`src/rtl/servo_pkg.sv`:
```
// Shared types and default timing constants for the ServoController pulse stages.
package servo_pkg;

  localparam int POS_W            = 8;
  localparam int DEF_PERIOD_TICKS = 2000;
  localparam int DEF_MIN_TICKS    = 100;
  localparam int DEF_POS_MAX      = 100;
  localparam int DEF_POS_RESET    = 50;

  typedef enum logic [1:0] {
    IDLE,
    RUN_HIGH,
    RUN_LOW
  } servo_state_t;

  function automatic logic [POS_W-1:0] clamp_pos(input logic [POS_W-1:0] pos,
                                                  input logic [POS_W-1:0] lim);
    return (pos > lim) ? lim : pos;
  endfunction

endpackage

```
`src/rtl/tick_edge_detect.sv`:
```
// Registers a clk-synchronous timebase and emits a one-clk pulse on each rising edge.
module tick_edge_detect (
  input  logic clk,
  input  logic reset,
  input  logic sig,
  output logic rise
);

  logic sig_q;

  always_ff @(posedge clk or negedge reset) begin
    if (!reset) begin
      sig_q <= 1'b0;
    end else begin
      sig_q <= sig;
    end
  end

  assign rise = sig & ~sig_q;

endmodule

```
`src/rtl/servo_pwm_gen.sv`:
```
// Hobby-servo frame generator driven by the divider tick; commands apply only at frame starts.
// Optional per-frame slew limiting is built when SERVO_SLEW_EN is defined.
module servo_pwm_gen
  import servo_pkg::*;
#(
  parameter int PERIOD_TICKS = DEF_PERIOD_TICKS,
  parameter int MIN_TICKS    = DEF_MIN_TICKS,
  parameter int STEP_TICKS   = 1,
  parameter int POS_MAX      = DEF_POS_MAX,
  parameter int POS_RESET    = DEF_POS_RESET,
  parameter int SLEW_STEP    = 2
) (
  input  logic             clk,
  input  logic             reset,
  input  logic             div_clk,
  input  logic             enable,
  input  logic             cmd_valid,
  output logic             cmd_ready,
  input  logic [POS_W-1:0] cmd_pos,
  output logic             pwm_out,
  output logic             frame_start,
  output logic [POS_W-1:0] pos_active
);

  localparam int CW = $clog2(PERIOD_TICKS);
  localparam int WW = CW + 1;
  localparam logic [CW-1:0]    LAST_TICK   = CW'(PERIOD_TICKS - 1);
  localparam logic [POS_W-1:0] POS_MAX_L   = POS_W'(POS_MAX);
  localparam logic [POS_W-1:0] POS_RESET_L = POS_W'(POS_RESET);

  // The longest pulse must leave at least one low tick in the frame.
  if (MIN_TICKS + POS_MAX * STEP_TICKS >= PERIOD_TICKS) begin : g_bad_timing
    $error("servo_pwm_gen: MIN_TICKS + POS_MAX*STEP_TICKS must be below PERIOD_TICKS");
  end
  if (POS_RESET > POS_MAX || POS_MAX >= (1 << POS_W) || SLEW_STEP < 1) begin : g_bad_pos
    $error("servo_pwm_gen: illegal POS_RESET, POS_MAX or SLEW_STEP");
  end

  servo_state_t     state_q, state_d;
  logic [CW-1:0]    count_q, count_d;
  logic             pwm_d, fs_d, frame_go, tick, accept;
  logic             pending_q;
  logic [POS_W-1:0] pending_pos_q, target_q, next_target, next_active;
  logic [WW-1:0]    width, count_inc;

  tick_edge_detect u_tick (
    .clk   (clk),
    .reset (reset),
    .sig   (div_clk),
    .rise  (tick)
  );

  assign width     = WW'(MIN_TICKS) + WW'(pos_active) * WW'(STEP_TICKS);
  assign count_inc = WW'(count_q) + WW'(1);
  assign cmd_ready = ~pending_q;
  assign accept    = cmd_valid & cmd_ready;

  assign next_target = pending_q ? pending_pos_q : target_q;

`ifdef SERVO_SLEW_EN
  localparam logic [POS_W-1:0] SLEW_L = POS_W'(SLEW_STEP);

  always_comb begin
    next_active = next_target;
    if (next_target > pos_active) begin
      if (next_target - pos_active > SLEW_L) next_active = pos_active + SLEW_L;
    end else if (pos_active - next_target > SLEW_L) begin
      next_active = pos_active - SLEW_L;
    end
  end
`else
  assign next_active = next_target;
`endif

  // Dropping enable parks the output at once, without waiting for a tick.
  always_comb begin
    state_d  = state_q;
    count_d  = count_q;
    pwm_d    = pwm_out;
    fs_d     = 1'b0;
    frame_go = 1'b0;
    if (!enable) begin
      state_d = IDLE;
      count_d = '0;
      pwm_d   = 1'b0;
    end else begin
      case (state_q)
        IDLE: begin
          count_d  = '0;
          pwm_d    = 1'b0;
          frame_go = tick;
        end
        RUN_HIGH: begin
          if (tick) begin
            count_d = count_q + CW'(1);
            if (count_inc == width) begin
              pwm_d   = 1'b0;
              state_d = RUN_LOW;
            end
          end
        end
        RUN_LOW: begin
          if (tick) begin
            if (count_q == LAST_TICK) frame_go = 1'b1;
            else                      count_d  = count_q + CW'(1);
          end
        end
        default: state_d = IDLE;
      endcase
      if (frame_go) begin
        state_d = RUN_HIGH;
        count_d = '0;
        pwm_d   = 1'b1;
        fs_d    = 1'b1;
      end
    end
  end

  always_ff @(posedge clk or negedge reset) begin
    if (!reset) begin
      state_q     <= IDLE;
      count_q     <= '0;
      pwm_out     <= 1'b0;
      frame_start <= 1'b0;
    end else begin
      state_q     <= state_d;
      count_q     <= count_d;
      pwm_out     <= pwm_d;
      frame_start <= fs_d;
    end
  end

  // A command accepted on a frame-start clk can only land while nothing is pending,
  // so it is always deferred to the following frame.
  always_ff @(posedge clk or negedge reset) begin
    if (!reset) begin
      pos_active    <= POS_RESET_L;
      target_q      <= POS_RESET_L;
      pending_q     <= 1'b0;
      pending_pos_q <= '0;
    end else begin
      if (frame_go) begin
        target_q   <= next_target;
        pos_active <= next_active;
        pending_q  <= 1'b0;
      end
      if (accept) begin
        pending_q     <= 1'b1;
        pending_pos_q <= clamp_pos(cmd_pos, POS_MAX_L);
      end
    end
  end

endmodule
```
`config.mk`:
```
export PLATFORM = sky130hd
export DESIGN_NAME = servo_pwm_gen
export DESIGN_NICKNAME = d
export VERILOG_FILES = /design/src/rtl/servo_pkg.sv /design/src/rtl/tick_edge_detect.sv /design/src/rtl/servo_pwm_gen.sv
export SDC_FILE = /design/constraint.sdc
export NUM_CORES = 1
export LEC_CHECK = 0
export ABC_AREA = 1
export ABC_CLOCK_PERIOD_IN_PS = 4500
export BUFFER_PORTS_ARGS = -buffer_cell sky130_fd_sc_hd__buf_2
export CORE_UTILIZATION = 60
export CTS_BUF_LIST = sky130_fd_sc_hd__clkbuf_4 sky130_fd_sc_hd__clkbuf_8
export DETAILED_ROUTE_END_ITERATION = 16
export PLACE_DENSITY = 0.85
export SLEW_MARGIN = 5
export SYNTH_ARGS = -nofsm -noshare
export SYNTH_HDL_FRONTEND = slang
export SYNTH_SLANG_ARGS = --single-unit
```
`constraint.sdc`:
```
create_clock -name clk -period 4.5 [get_ports clk]
set_input_delay 0.225 -clock clk [delete_from_list [all_inputs] [get_ports clk]]
set_output_delay 0.225 -clock clk [all_outputs]
set_load 0.01 [all_outputs]
```
==> results.md, run 1 <==
- The post-route DRC violation count is 0.
- The floorplan step defined a die boundary enclosing between 3000 and 4000 um^2.
- After filler insertion, the fill cell instance count of the layout stands at 292.
- The number of nets in the synthesized netlist is 317.
- The number of setup buffers added after CTS is 0.
- The number of gates given a new drive strength after cts is 0.
- The H-tree was split into 2 levels.
- The number of DRC violations after detailed-routing iteration 0 is approximately 110.
- The register area is between 800 and 900 um^2.
- Setup violations remaining at the end of the flow were counted as 0.
- The library cell used most frequently in the layout, excluding fill and tap cells, is nand2_1.
- The number of antenna violations at the first check in global routing is 0.
- Entering global routing, the biggest net connects 34 pins.
- The cell at the root of the clock tree is clkbuf_4.
- The cell area after synthesis is ~2100 um^2.
- The largest driver fanout on the critical path is 22.
- The share of flip-flops with an asynchronous set or reset is 100.0%.
- The slew of the pin with the lowest slew margin is 826.7 ps.
- The initial cell density of the core is a little over three fifths.
- The final-layout setup total negative slack is 0 ps.
- The via count of the first global-routing pass is 1693.
- The part of the Yosys area used for sequential elements is between 30% and 40%.
- The final layout contains about 340 nets.
- Setup repair after global routing left no endpoint under its margin.
- The worst setup path is launched from a flip-flop.
- The area of the multi-input gates is approximately 1100 um^2.
- In the layout the commonest cells are nand2_1, inv_1, nor2_1, dfrtp_1, nand3_1.
- Synthesis instantiated 28 different standard cells from the library.
- The post-synthesis cell count is 298.
- The number of CTS-inserted buffers is 5.
- After legalization and detailed placement, the total HPWL measured between 3000 and 4000 um.
- The analysis attributes to cell leakage a power of 1.174 nW.
- The placeable core area is approximately 3400 um^2.
- The routed via count divided by cell count is 5.261.
- The number of sinks handled by clock tree synthesis is 33.
- Across the run, the number of max-cap violations was 0.
- The worst pin sits at a relative slew slack of 44.88%.
- The share of post-route cells with drive strength above 1 is between 15 and 20%.
- Clock-pin slew was measured on the worst setup and hold paths at 110 ps.
- The launching instance or port of the critical path is count_q[0].
- The hold path startpoint is cmd_pos[6].
- The share of the clock period used by the worst path is roughly half.
- The synthesis-to-finish area growth is 10.93%.
- At the end of the flow the core is filled with cells to 70.06%.
- The startpoint of the worst register-to-register path is count_q[0].
- The number of buffers on the longest clock path is 2.
- In this run, post-CTS hold repair placed 2 buffers.
- The standard-cell row count is 21.
- The type of the worst setup path is flip-flop to flip-flop.
- The via count is 1952.
- The areal power density over the cells is ~470 nW/um^2.
- STA puts the critical path data required time at 4760 ps.
- The final global-route overflow total is 0.
- In this run, synthesis produced a sequential element count of 33.
- The final layout contains routed wiring with a total length of around 4500 um.
- The worst endpoint data arrival time is 2530 ps.
- In the final routed layout, each cell accounts on average for 12.01 um.
- The run finished with clean final reports.
- The shortest clock period the worst path allows after layout is 2264 ps.
- Clock latency on the worst-skew pair, taken at its later pin, is 350 ps.
- The number of hold violations in the final report came to 0.
- In this run the tool buffered the top-level ports with 23 buffer cells.
- STA classifies the critical path endpoint as a flip-flop.
- The top achievable clock speed is 0.4416 GHz.
- The detailed-router iteration count before antenna repair is 4.
- The vertical die dimension is 61.73 um.
- TritonCTS built the clock tree.
- The max-slew violation total from the final report is 0.
- At the end of routability-driven placement, the weighted congestion stood at 0.8978.
- The number of top-level pins is 24.
- The class of the tightest hold or removal check is input port to flip-flop.
- The number of antenna diodes in the final layout is 0.
- The post-route antenna net violation count is 0.
- The floorplan step set the die width to 61.73 um.
- The predominant post-synthesis flop cell is dfrtp_1.
- The overall fraction of global-route tracks in use is a little over a quarter.
- The Yosys warning count is 0.
- The worst-case IR drop observed on VDD is 309.9 uV.
- The number of flops mapped to enable cells by yosys is 0.
- Total power for the finished layout comes to 0.001128 W.
- The wire length of the first global-routing pass is 7189 um.
- Dividing the synthesized area by the synthesized cell count gives about 7 um^2.
- The clock tree skew after final layout is 14.16 ps.
## where the power goes
part           internal, W  leakage [nW]  switching [W]
clock             0.000132        0.0445       0.000105
sequential        0.000379         0.420      0.0000767
combinational     0.000163         0.709       0.000272
total             0.000674          1.17       0.000454
## layer usage
| layer | routed length (um) | GRT usage [%] | part of all wire (%) |
|---|---|---|---|
| met3 | 300 | 6.211 | 6.7 |
| met1 | 2090 | 36.23 | 47 |
| met5 | 0 | 0 | 0 |
| met4 | 71 | 10.48 | 1.6 |
| met2 | 1993 | 40.71 | 45 |
## final cells by class
| type | instances | share of cell area (%) |
|---|---|---|
| clock buffer | 6 | 2.160 |
| inverter | 43 | 6.797 |
| timing repair buffer | 25 | 5.690 |
| tap | 46 | 2.424 |
| multi-input combinational | 216 | 46.42 |
| clock inverter | 2 | 1.581 |
| sequential | 33 | 34.93 |
## path summary, 6_finish.rpt
path | end | slack (ps) | cells after the start
worst max-delay path | count_q[1] | 2240 | 10
worst min-delay path | pending_pos_q[6] | 110 | 3
worst max register to register | count_q[1] | 2240 | 10
worst min register to register | pwm_out | 480 | 2
max in group asynchronous | pwm_out | 3560 | 2
min in group asynchronous | target_q[3] | 470 | 2
## cells by family (layout without fill, tap and decap cells)
logic type | after synthesis | count (layout) | share of synthesized area, %
and+or+nand+nor | 171 | 171 | 36.94
buffers and inverters | 49 | 76 | 9.760
AOI/OAI and AO/OA | 38 | 38 | 10.64
DFF | 33 | 33 | 38.75
adders and majority gates | 6 | 6 | 3.507
xor gates and xnor gates | 1 | 1 | 0.4092
## cells in the mapped netlist, types with 5 or more instances
library cell	n	area [um^2]
nand2_1	80	300.3
inv_1	43	161.4
nor2_1	34	127.6
dfrtp_1	30	750.7
nand3_1	27	135.1
o21ai_0	15	75.07
o21ai_2	8	70.07
a21oi_1	7	35.03
nand4_1	7	43.79
nor3_1	7	35.03
ha_1	6	75.07
o21ai_1	5	25.02
## critical path, stage by stage, from the launching register on
cell,delay [ps]
dfrtp_1,480
ha_1,280
nand3_2,120
nor3_2,40
nand2_1,90
nand2_2,60
nand2_4,130
nand3_2,90
o21ai_2,650
nand2_1,130
o21ai_1,110
## state kept, by name, summed over array words and instances (netlist names)
name and cells:
count_q 11, state_q 2, pending_q 1, target_q 8
u_tick.sig_q 1, pwm_out 1, frame_start 1, pending_pos_q 8
## per-stage QoR
step	setup WS (ps)	area, um^2	std cells	hold slack (ps)
final	2236	2375	371	111.2
after global routing	2035	2375	371	108.1
after CTS	2251	2375	371	104.7
after detailed placement	2282	2266	361	328.0
after global placement	2387	2266	361	322.9
after floorplan	2831	2141	298	-70.59
Power figures use the tool's default switching activity.
==> inputs of run 2 (changes only) <==
- ABC_AREA: 1 -> 0
- ABC_CLOCK_PERIOD_IN_PS: 4500 -> 2000
- CORE_UTILIZATION: 60 -> 54
- PLACE_DENSITY: 0.85 -> 0.82
- clock period: 4.5 -> 2 ns (I/O delays scaled with it)
==> results.md, run 2 <==
- The flow ran to the end, but the final reports show violations.
- The final reports fail on negative setup slack.
- Entering global routing, the biggest net connects 34 pins.
- The startpoint type of the worst setup path is a flip-flop.
- In the final layout, the registers with the most flip-flops are count_q x11, pending_pos_q x8, target_q x8.
- The type of the worst setup path is flip-flop to flip-flop.
- The horizontal die dimension is 61.15 um.
- The final global-route overflow total is 0.
- The HPWL after detailed placement is ~3500 um.
- In the synthesized netlist the dominant register cell turns out to be dfrtp_1.
- The detailed router finished its first iteration with 217 violations.
- The cell at the root of the clock tree is clkbuf_4.
- The area growth from synthesis to layout is 46.69%.
- By area the synthesized netlist is led by dfrtp_1, xnor2_1, o21ai_0.
- In this run, synthesis inferred 0 flip-flops with an integrated enable.
- The via count of the first global-routing pass is 1845.
- The part of the Yosys area used for sequential elements is approximately 44%.
- Setup repair after global routing could not meet its margin everywhere.
- The maximum vdd ir drop is 565.2 uV.
- Input and output buffers added on the ports amount to 23.
- The routed via count divided by cell count is ~6.1.
- The final number of setup-violating endpoints is 19.
- The number of max-capacitance violations reported is 0.
- The commonest cells after synthesis are dfrtp_1, o21ai_0, nand2_1, xnor2_1, inv_1.
- In this run, CTS created clock tree buffers numbering 5.
- The clock latency on the worst-skew pair is 370 ps.
- The slew of the pin with the lowest slew margin is 729.3 ps.
- The number of hold violations in the final report is 0.
- Across every metal layer, demand over resource in global routing totals between 30% and 40%.
- The number of nets in the synthesized netlist is 212.
- In the layout the commonest cells are buf_4, dfrtp_1, buf_2, nand2_1, xnor2_1.
- The detailed-router iteration count before antenna repair is 4.
- Across all layers, the routed design uses 1963 vias.
- The worst setup path is captured at a flip-flop.
- The library cell used most frequently in the layout, excluding fill and tap cells, is buf_4.
- The netlist uses 44 different library cells.
- Each instance of the synthesized netlist takes up on average 9.789 um^2.
- The sum of routed wire length over all layers is 6199 um.
- The Yosys warning count is 0.
- Hold is met by ~21 ps.
- The number of antenna violations at the first check in global routing came to 0.
- The area of the die is roughly 3700 um^2.
- The clock tree skew after final layout is between 9 and 10 ps.
- The repair_antennas step left the layout with diodes totalling 0.
- For this run, the top clock speed supported by timing is approximately 0.41 GHz.
- The number of H-tree levels is 2.
- The class of the tightest hold or removal check is input port to flip-flop.
- Across all setup checks in the final design, the least slack found is -451.7 ps.
- The first global-routing pass estimated 8307 um of wire.
- The analysis attributes to cell leakage a power of around 1.3 nW.
- In this run the most critical hold path is launched from cmd_pos[6].
- Headroom to the max-slew limit came out at 51.38%.
- In this run the vertical extent of the chip is 61.15 um.
- The register area is ~830 um^2.
- By instance count, the leading cell after synthesis is dfrtp_1.
- The area of the multi-input gates is 1162 um^2.
- The initial cell density of the core is 56.62%.
- The last weighted congestion value of the routability-driven placer is 0.9381.
- The share of post-route cells with drive strength above 1 is 45.09%.
- Synthesis inferred 33 register bits.
- The areal power density over the cells is 883.1 nW/um^2.
- The share of flip-flops with an asynchronous set or reset is 100.0%.
- The capture point of the worst reg-to-reg path is state_q[0].
- The standard-cell row count is 21.
- dfrtp_1 takes more of the synthesized area than any other cell.
- The post-route antenna net violation count is 0.
- The hold-critical path depth is 3.
- The register name with the most flops is count_q.
- The cell area that synthesis handed to floorplanning was about 1900 um^2.
- The max-slew violation total from the final report is 0.
- Data on the critical path is required at its endpoint by between 2000 and 2500 ps.
- The region available for standard cell placement spans 3337 um^2.
- Once placement finished, the instance area stood at around 2400 um^2.
- The filler cells instantiated in the layout total 172.
- For flop-to-flop paths, the worst setup slack is -450 ps.
- Clock tree synthesis found a total of 33 sinks.
- The largest driver fanout on the critical path is 3.
- In the finished design, the share of the clock period the worst path needs comes to 122.6%.
- The startpoint of the worst register-to-register path is target_q[2].
- At the end of the flow, the number of nets in the layout was 293.
- Timing analysis after detailed placement gives a worst setup slack of -413.2 ps.
- The worst register-to-register path has a depth of 8.
- The post-route DRC violation count is 0.
- The detailed-route wire length per cell is about 19 um.
- The post-synthesis cell count is around 190.
- In this run the deepest clock path goes through 2 buffers.
- Data arrives at the worst endpoint at 2710 ps.
- The shortest clock period the worst path allows after layout is between 2000 and 2500 ps.
- 24 I/O pins were placed.
- With fillers left out, the area of the finished cells amounts to between 2000 and 3000 um^2.
- The clock tree from TritonCTS is built.
- The number of flip-flops in the largest register is 11.
- After clock tree synthesis, the clock-pin slew on the worst setup and hold paths is 120 ps.
- The endpoint of the worst hold-timing path is pending_pos_q[6].
- The share of the synthesized area in the top cell type is 39.74%.
## run 2: critical path, stage by stage (launching register included)
cell and delay [ps]:
dfrtp_1 430, buf_6 140, a311oi_4 240, xnor2_2 100, or4b_1 500, a31oi_1 210, o2111ai_2 150, o2111a_1 280
or3_1 300
## run 2: routing by layer
layer	share of wire (%)	vias to the layer above	GRT usage [%]	wire, um
met1	35	963	33.82	2163
met3	6.9	35	9.454	426
met5	0	-	0	0
met2	53	105	56.52	3280
li1	-	860	-	-
met4	5.3	0	14.61	329
## run 2: through the flow
| stage | instances | power [W] | utilization, % | TNS, ps |
|---|---|---|---|---|
| floorplan | 193 | 0.001355 | - | -704.8 |
| global route | 321 | 0.002574 | 83.05 | -3599 |
| global placement | 293 | 0.001661 | 70.57 | -1758 |
| CTS | 315 | 0.002193 | 77.73 | -997.7 |
| detailed placement | 293 | 0.001705 | 70.57 | -2449 |
| finish | 321 | 0.002447 | 83.05 | -1766 |
## run 2: cells by family after synthesis
group                      synth area share (%)
AOI/OAI and AO/OA                         17.29
xor gates and xnor gates                  8.344
adders and majority gates                 3.973
buffers and inverters                     3.907
DFF                                       43.91
muxes                                     5.828
and+or+nand+nor                           16.76
## run 2: worst max path at each step
stage               slack (ps)         end        start  cells past startpoint
CTS                       -360  state_q[0]  target_q[3]                      7
global placement          -280  state_q[0]  target_q[4]                      7
floorplan                 -420  state_q[0]  target_q[4]                      7
detailed placement        -410  state_q[0]  target_q[2]                      9
global route              -570  state_q[0]  target_q[2]                      8
finish                    -450  state_q[0]  target_q[2]                      8
## run 2: report_power, final
part | switching [W] | internal (W) | total, W
Clock | 0.000272 | 0.000136 | 0.000407
Combinational | 0.000553 | 0.000618 | 0.00117
Sequential | 0.0000868 | 0.000782 | 0.000869
## run 2: layout make-up
class / instances / area share [%]
clock buffers: 5 / 1.354
clock inverters: 3 / 0.8126
inverters: 9 / 1.219
multi-input cells: 141 / 41.94
flip-flops and latches: 33 / 29.93
well taps: 46 / 2.077
repair buffers: 84 / 22.66
## run 2: repair_timing
action / CTS / global route
setup endpoints to repair: 19 / 22
pin swaps: 10 / 14
setup buffers: 4 / 6
resized for setup: 23 / 27
endpoints found under the hold margin: 37 / 0
cloned: 2 / 0
hold buffers: 8 / 0
==> inputs of run 3 (changes only) <==
- PLACE_DENSITY: 0.82 -> 0.76
- SYNTH_HIERARCHICAL: unset -> 1
==> results.md, run 3 <==
- The share of post-route cells with drive strength above 1 is 45.16%.
- The detailed-route wire length per cell is ~18 um.
- The H-tree was split into 2 levels.
- The share of flip-flops with an asynchronous set or reset is 100.0%.
- A synthesized cell averages 9.859 um^2.
- The clock passes through at most 2 buffers.
- The reported leakage power is 1.299 nW.
- The worst setup path is captured at a flip-flop.
- In this run the remaining antenna-violating nets after routing total 0.
- Buffers placed on the I/O ports in this run total 23.
- The register with the most flip-flops in the layout has 11 of them.
- The final number of setup-violating endpoints is 21.
- Walking the worst path, the cells encountered are a311oi_2 > xnor2_2 > or3_1 > a31oi_1 > o221ai_2 > or3_1 > nand3_1.
- The number of top-level pins is 24.
- The initial utilization of the core area, before any placement, comes to between 50% and 60%.
- The first TritonRoute pass finished after 4 iterations.
- Summed over all nets, the half-perimeter wirelength after detailed placement is 3720 um.
- The min-delay analysis places its worst path in the category input port to flip-flop.
- In this run the cell area of the synthesized design comes to roughly 2000 um^2.
- On the final layout, the worst clock skew is 15.87 ps.
- The slowest stage of the critical path is the dfstp_2 cell.
- For this run, design rule violations remaining after detail routing come to 0.
- The worst path in the final design needs a cycle of between 2000 and 2500 ps, including I/O delays and setup.
- The Yosys warning count is 6.
- The final route contains between 1500 and 2000 vias.
- Ranked by flip-flop count, first place goes to count_q.
- The most frequent cell on the critical path is or3_1.
- The via count of the first global-routing pass is 1978.
- For the pin with the worst max-slew slack, the measured transition is between 700 and 800 ps.
- The summed area of non-filler cells in the final layout is 2846 um^2.
- The placeable core area is 3416 um^2.
- Synthesis produced a netlist with a net count of 219.
- The register bit count reported by yosys is 33.
- The top achievable clock speed is 0.4421 GHz.
- After detailed routing, the number of vias per cell comes to about 6.
- The overall power is 0.002311 W.
- The tool flagged a number of max-cap violations equal to 0.
- The number of CTS-inserted buffers is 5.
- The clock transition at the registers of the reported paths is 110 ps.
- Once layout is complete, the cells apart from fillers number 325.
- The number of antenna violations at the first check in global routing is 0.
- The worst pin sits at a relative slew slack of roughly 51%.
- In this run the cell area measured after placement is 2514 um^2.
- The most used flip-flop cell after synthesis is dfrtp_1.
- The number of hold violations in the final report came to 0.
- The top cell type by total area after synthesis is dfrtp_1.
- The commonest cells after synthesis are dfrtp_1, nand2_1, nor2_1, o21ai_1, xnor2_1.
- The post-synthesis cell count is 200.
- 0 antenna diodes ended up in the layout.
- Along the worst path, the maximum fanout reaches 5.
- Wires add up to between 5000 and 6000 um.
- The max-slew violation total from the final report is 0.
- The number of nets in the finished design is a little under 300.
- The worst-case IR drop observed on VDD is 617.3 uV.
- Yosys mapped a number of flops with a built-in enable equal to 0.
- Leaving out fill and tap cells, the most frequent cell in the layout is buf_4.
- The worst setup path is of the flip-flop to flip-flop kind.
- The part of the Yosys area used for sequential elements is 42.07%.
- Once routing completed, OpenROAD measured the worst setup slack at -262.1 ps.
- At the end of the flow the core is filled with cells to 83.33%.
- The overall fraction of global-route tracks in use is a little under a third.
- The first global-routing pass estimated about 9400 um of wire.
- After detailed placement, the design holds a cell count of approximately 300.
- The die is between 60 and 70 um wide.
- For the worst setup path, the data required time is 2300 ps.
- The congestion estimate from routability-driven global placement came to between 0.8 and 0.9.
- The pin count of the biggest net entering global routing is 34.
- Power spread over the standard cell area amounts to 812.0 nW/um^2.
- The number of DRC violations after detailed-routing iteration 0 is roughly 180.
- The vertical die dimension is 62.43 um.
- Leaving out fill and tap cells, the most frequent cells in the layout are buf_4, dfrtp_1, buf_2, nand2_1.
- For the final routed database, the setup TNS stands at -2733 ps.
- The share of synthesized area in the top cell type comes to 38.07%.
- The run finished, with violations left.
- The standard-cell row count is 21.
- For this run, the slowest stage of the critical path takes 660 ps.
- Yosys attributes the largest share of cell area to dfrtp_1, xnor2_1, dfstp_2.
- The synthesized netlist contains 54 unique library cells.
- The final critical path takes up 113.1% of the cycle.
- The worst setup path is launched from a flip-flop.
- The final reports fail on negative setup slack.
- Setup repair after global routing could not meet its margin everywhere.
- Data on the critical path arrives at its endpoint at between 2000 and 3000 ps.
- The largest registers in the layout are count_q x11, pending_pos_q x8, target_q x8.
- The number of sinks handled by clock tree synthesis is 33.
- Summed over all layers, the global routing overflow is 0.
- The tree is rooted in a clkbuf_4.
- The clock tree from TritonCTS is built.
- The synthesis-to-finish area growth is 44.35%.
- The area of the die is 3898 um^2.
- In the post-synthesis netlist, the cell with the most instances is dfrtp_1.
- The clock latency on the worst-skew pair is 360 ps.
run 3: cell count changes in the layout (fill, tap and decap cells not counted), moves of 5 or more:
cell     previous run  this run
xnor2_1            12         7
buf_6               6         1
mux2_4              0         6
o21ai_2             7         2
mux2_2              8         1
nor2_1              7        14
o21ai_1             7        14
run 3: through the flow:
stage               setup slack [ps]  hold WS, ps
global placement              -150.2        188.2
finish                        -262.1        46.90
global route                  -344.4        48.04
detailed placement            -231.1        200.6
CTS                           -209.9        42.02
floorplan                     -98.61       -195.6
run 3: repair_timing:
action	4_1_cts	5_1_grt
pin swaps	5	0
gates resized for setup	16	14
hold endpoints to repair	37	0
buffers inserted	4	1
setup endpoints to repair	19	22
hold buffers	8	0
run 3: critical path, delay by kind of cell, from the launching register on:
family | cells | cell delay [ps]
AO/OA/AOI/OAI | 3 | 570
XOR/XNOR | 1 | 160
flip-flops | 1 | 660
AND/OR/NAND/NOR | 3 | 830
run 3: final timing paths:
| check | slack [ps] | to | start | cells after the start |
|---|---|---|---|---|
| min in group asynchronous | 330 | count_q[10] | reset | 2 |
| setup reg to reg | -260 | state_q[0] | target_q[4] | 7 |
| hold reg to reg | 520 | pending_pos_q[7] | pending_pos_q[7] | 1 |
| max in group asynchronous | 1150 | count_q[5] | reset | 2 |
| hold / removal | 50 | pending_pos_q[6] | cmd_pos[6] | 3 |
| setup / recovery | -260 | state_q[0] | target_q[4] | 7 |
run 3: area by class of cell:
class | count | area [um^2]
clock inverter | 1 | 30.03
multi-input combinational | 152 | 1264
inverter | 9 | 33.78
timing repair buffer | 77 | 569.3
sequential | 33 | 833.3
clock buffer | 7 | 58.81
tap | 46 | 57.56
fill | 195 | 569.3
run 3: kinds of logic (layout without fill, tap and decap cells):
family | Yosys count | after routing | share of synthesized area (%)
compound gates | 53 | 53 | 20.31
flops | 33 | 33 | 42.07
xor+xnor | 15 | 15 | 6.662
buf+inv | 15 | 94 | 3.173
simple gates | 70 | 70 | 19.48
fa+ha+maj | 6 | 6 | 3.807
mux | 8 | 8 | 4.505
run 3: report_power, final:
| group | internal, W | leakage, nW | switching, W | total [W] |
|---|---|---|---|---|
| sequential | 0.000783 | 0.422 | 0.000131 | 0.000913 |
| clock | 0.000312 | 0.0489 | 0.000239 | 0.000551 |
| combinational | 0.000470 | 0.828 | 0.000377 | 0.000847 |
run 3: per-layer routing:
| metal | vias to the layer above | share of wire [%] | global-route usage, % |
|---|---|---|---|
| met5 | - | 0 | 0 |
| met4 | 0 | 2.7 | 13.37 |
| met3 | 21 | 5.0 | 8.577 |
| met2 | 72 | 52 | 54.35 |
| met1 | 965 | 40 | 36.17 |
| li1 | 889 | - | - |
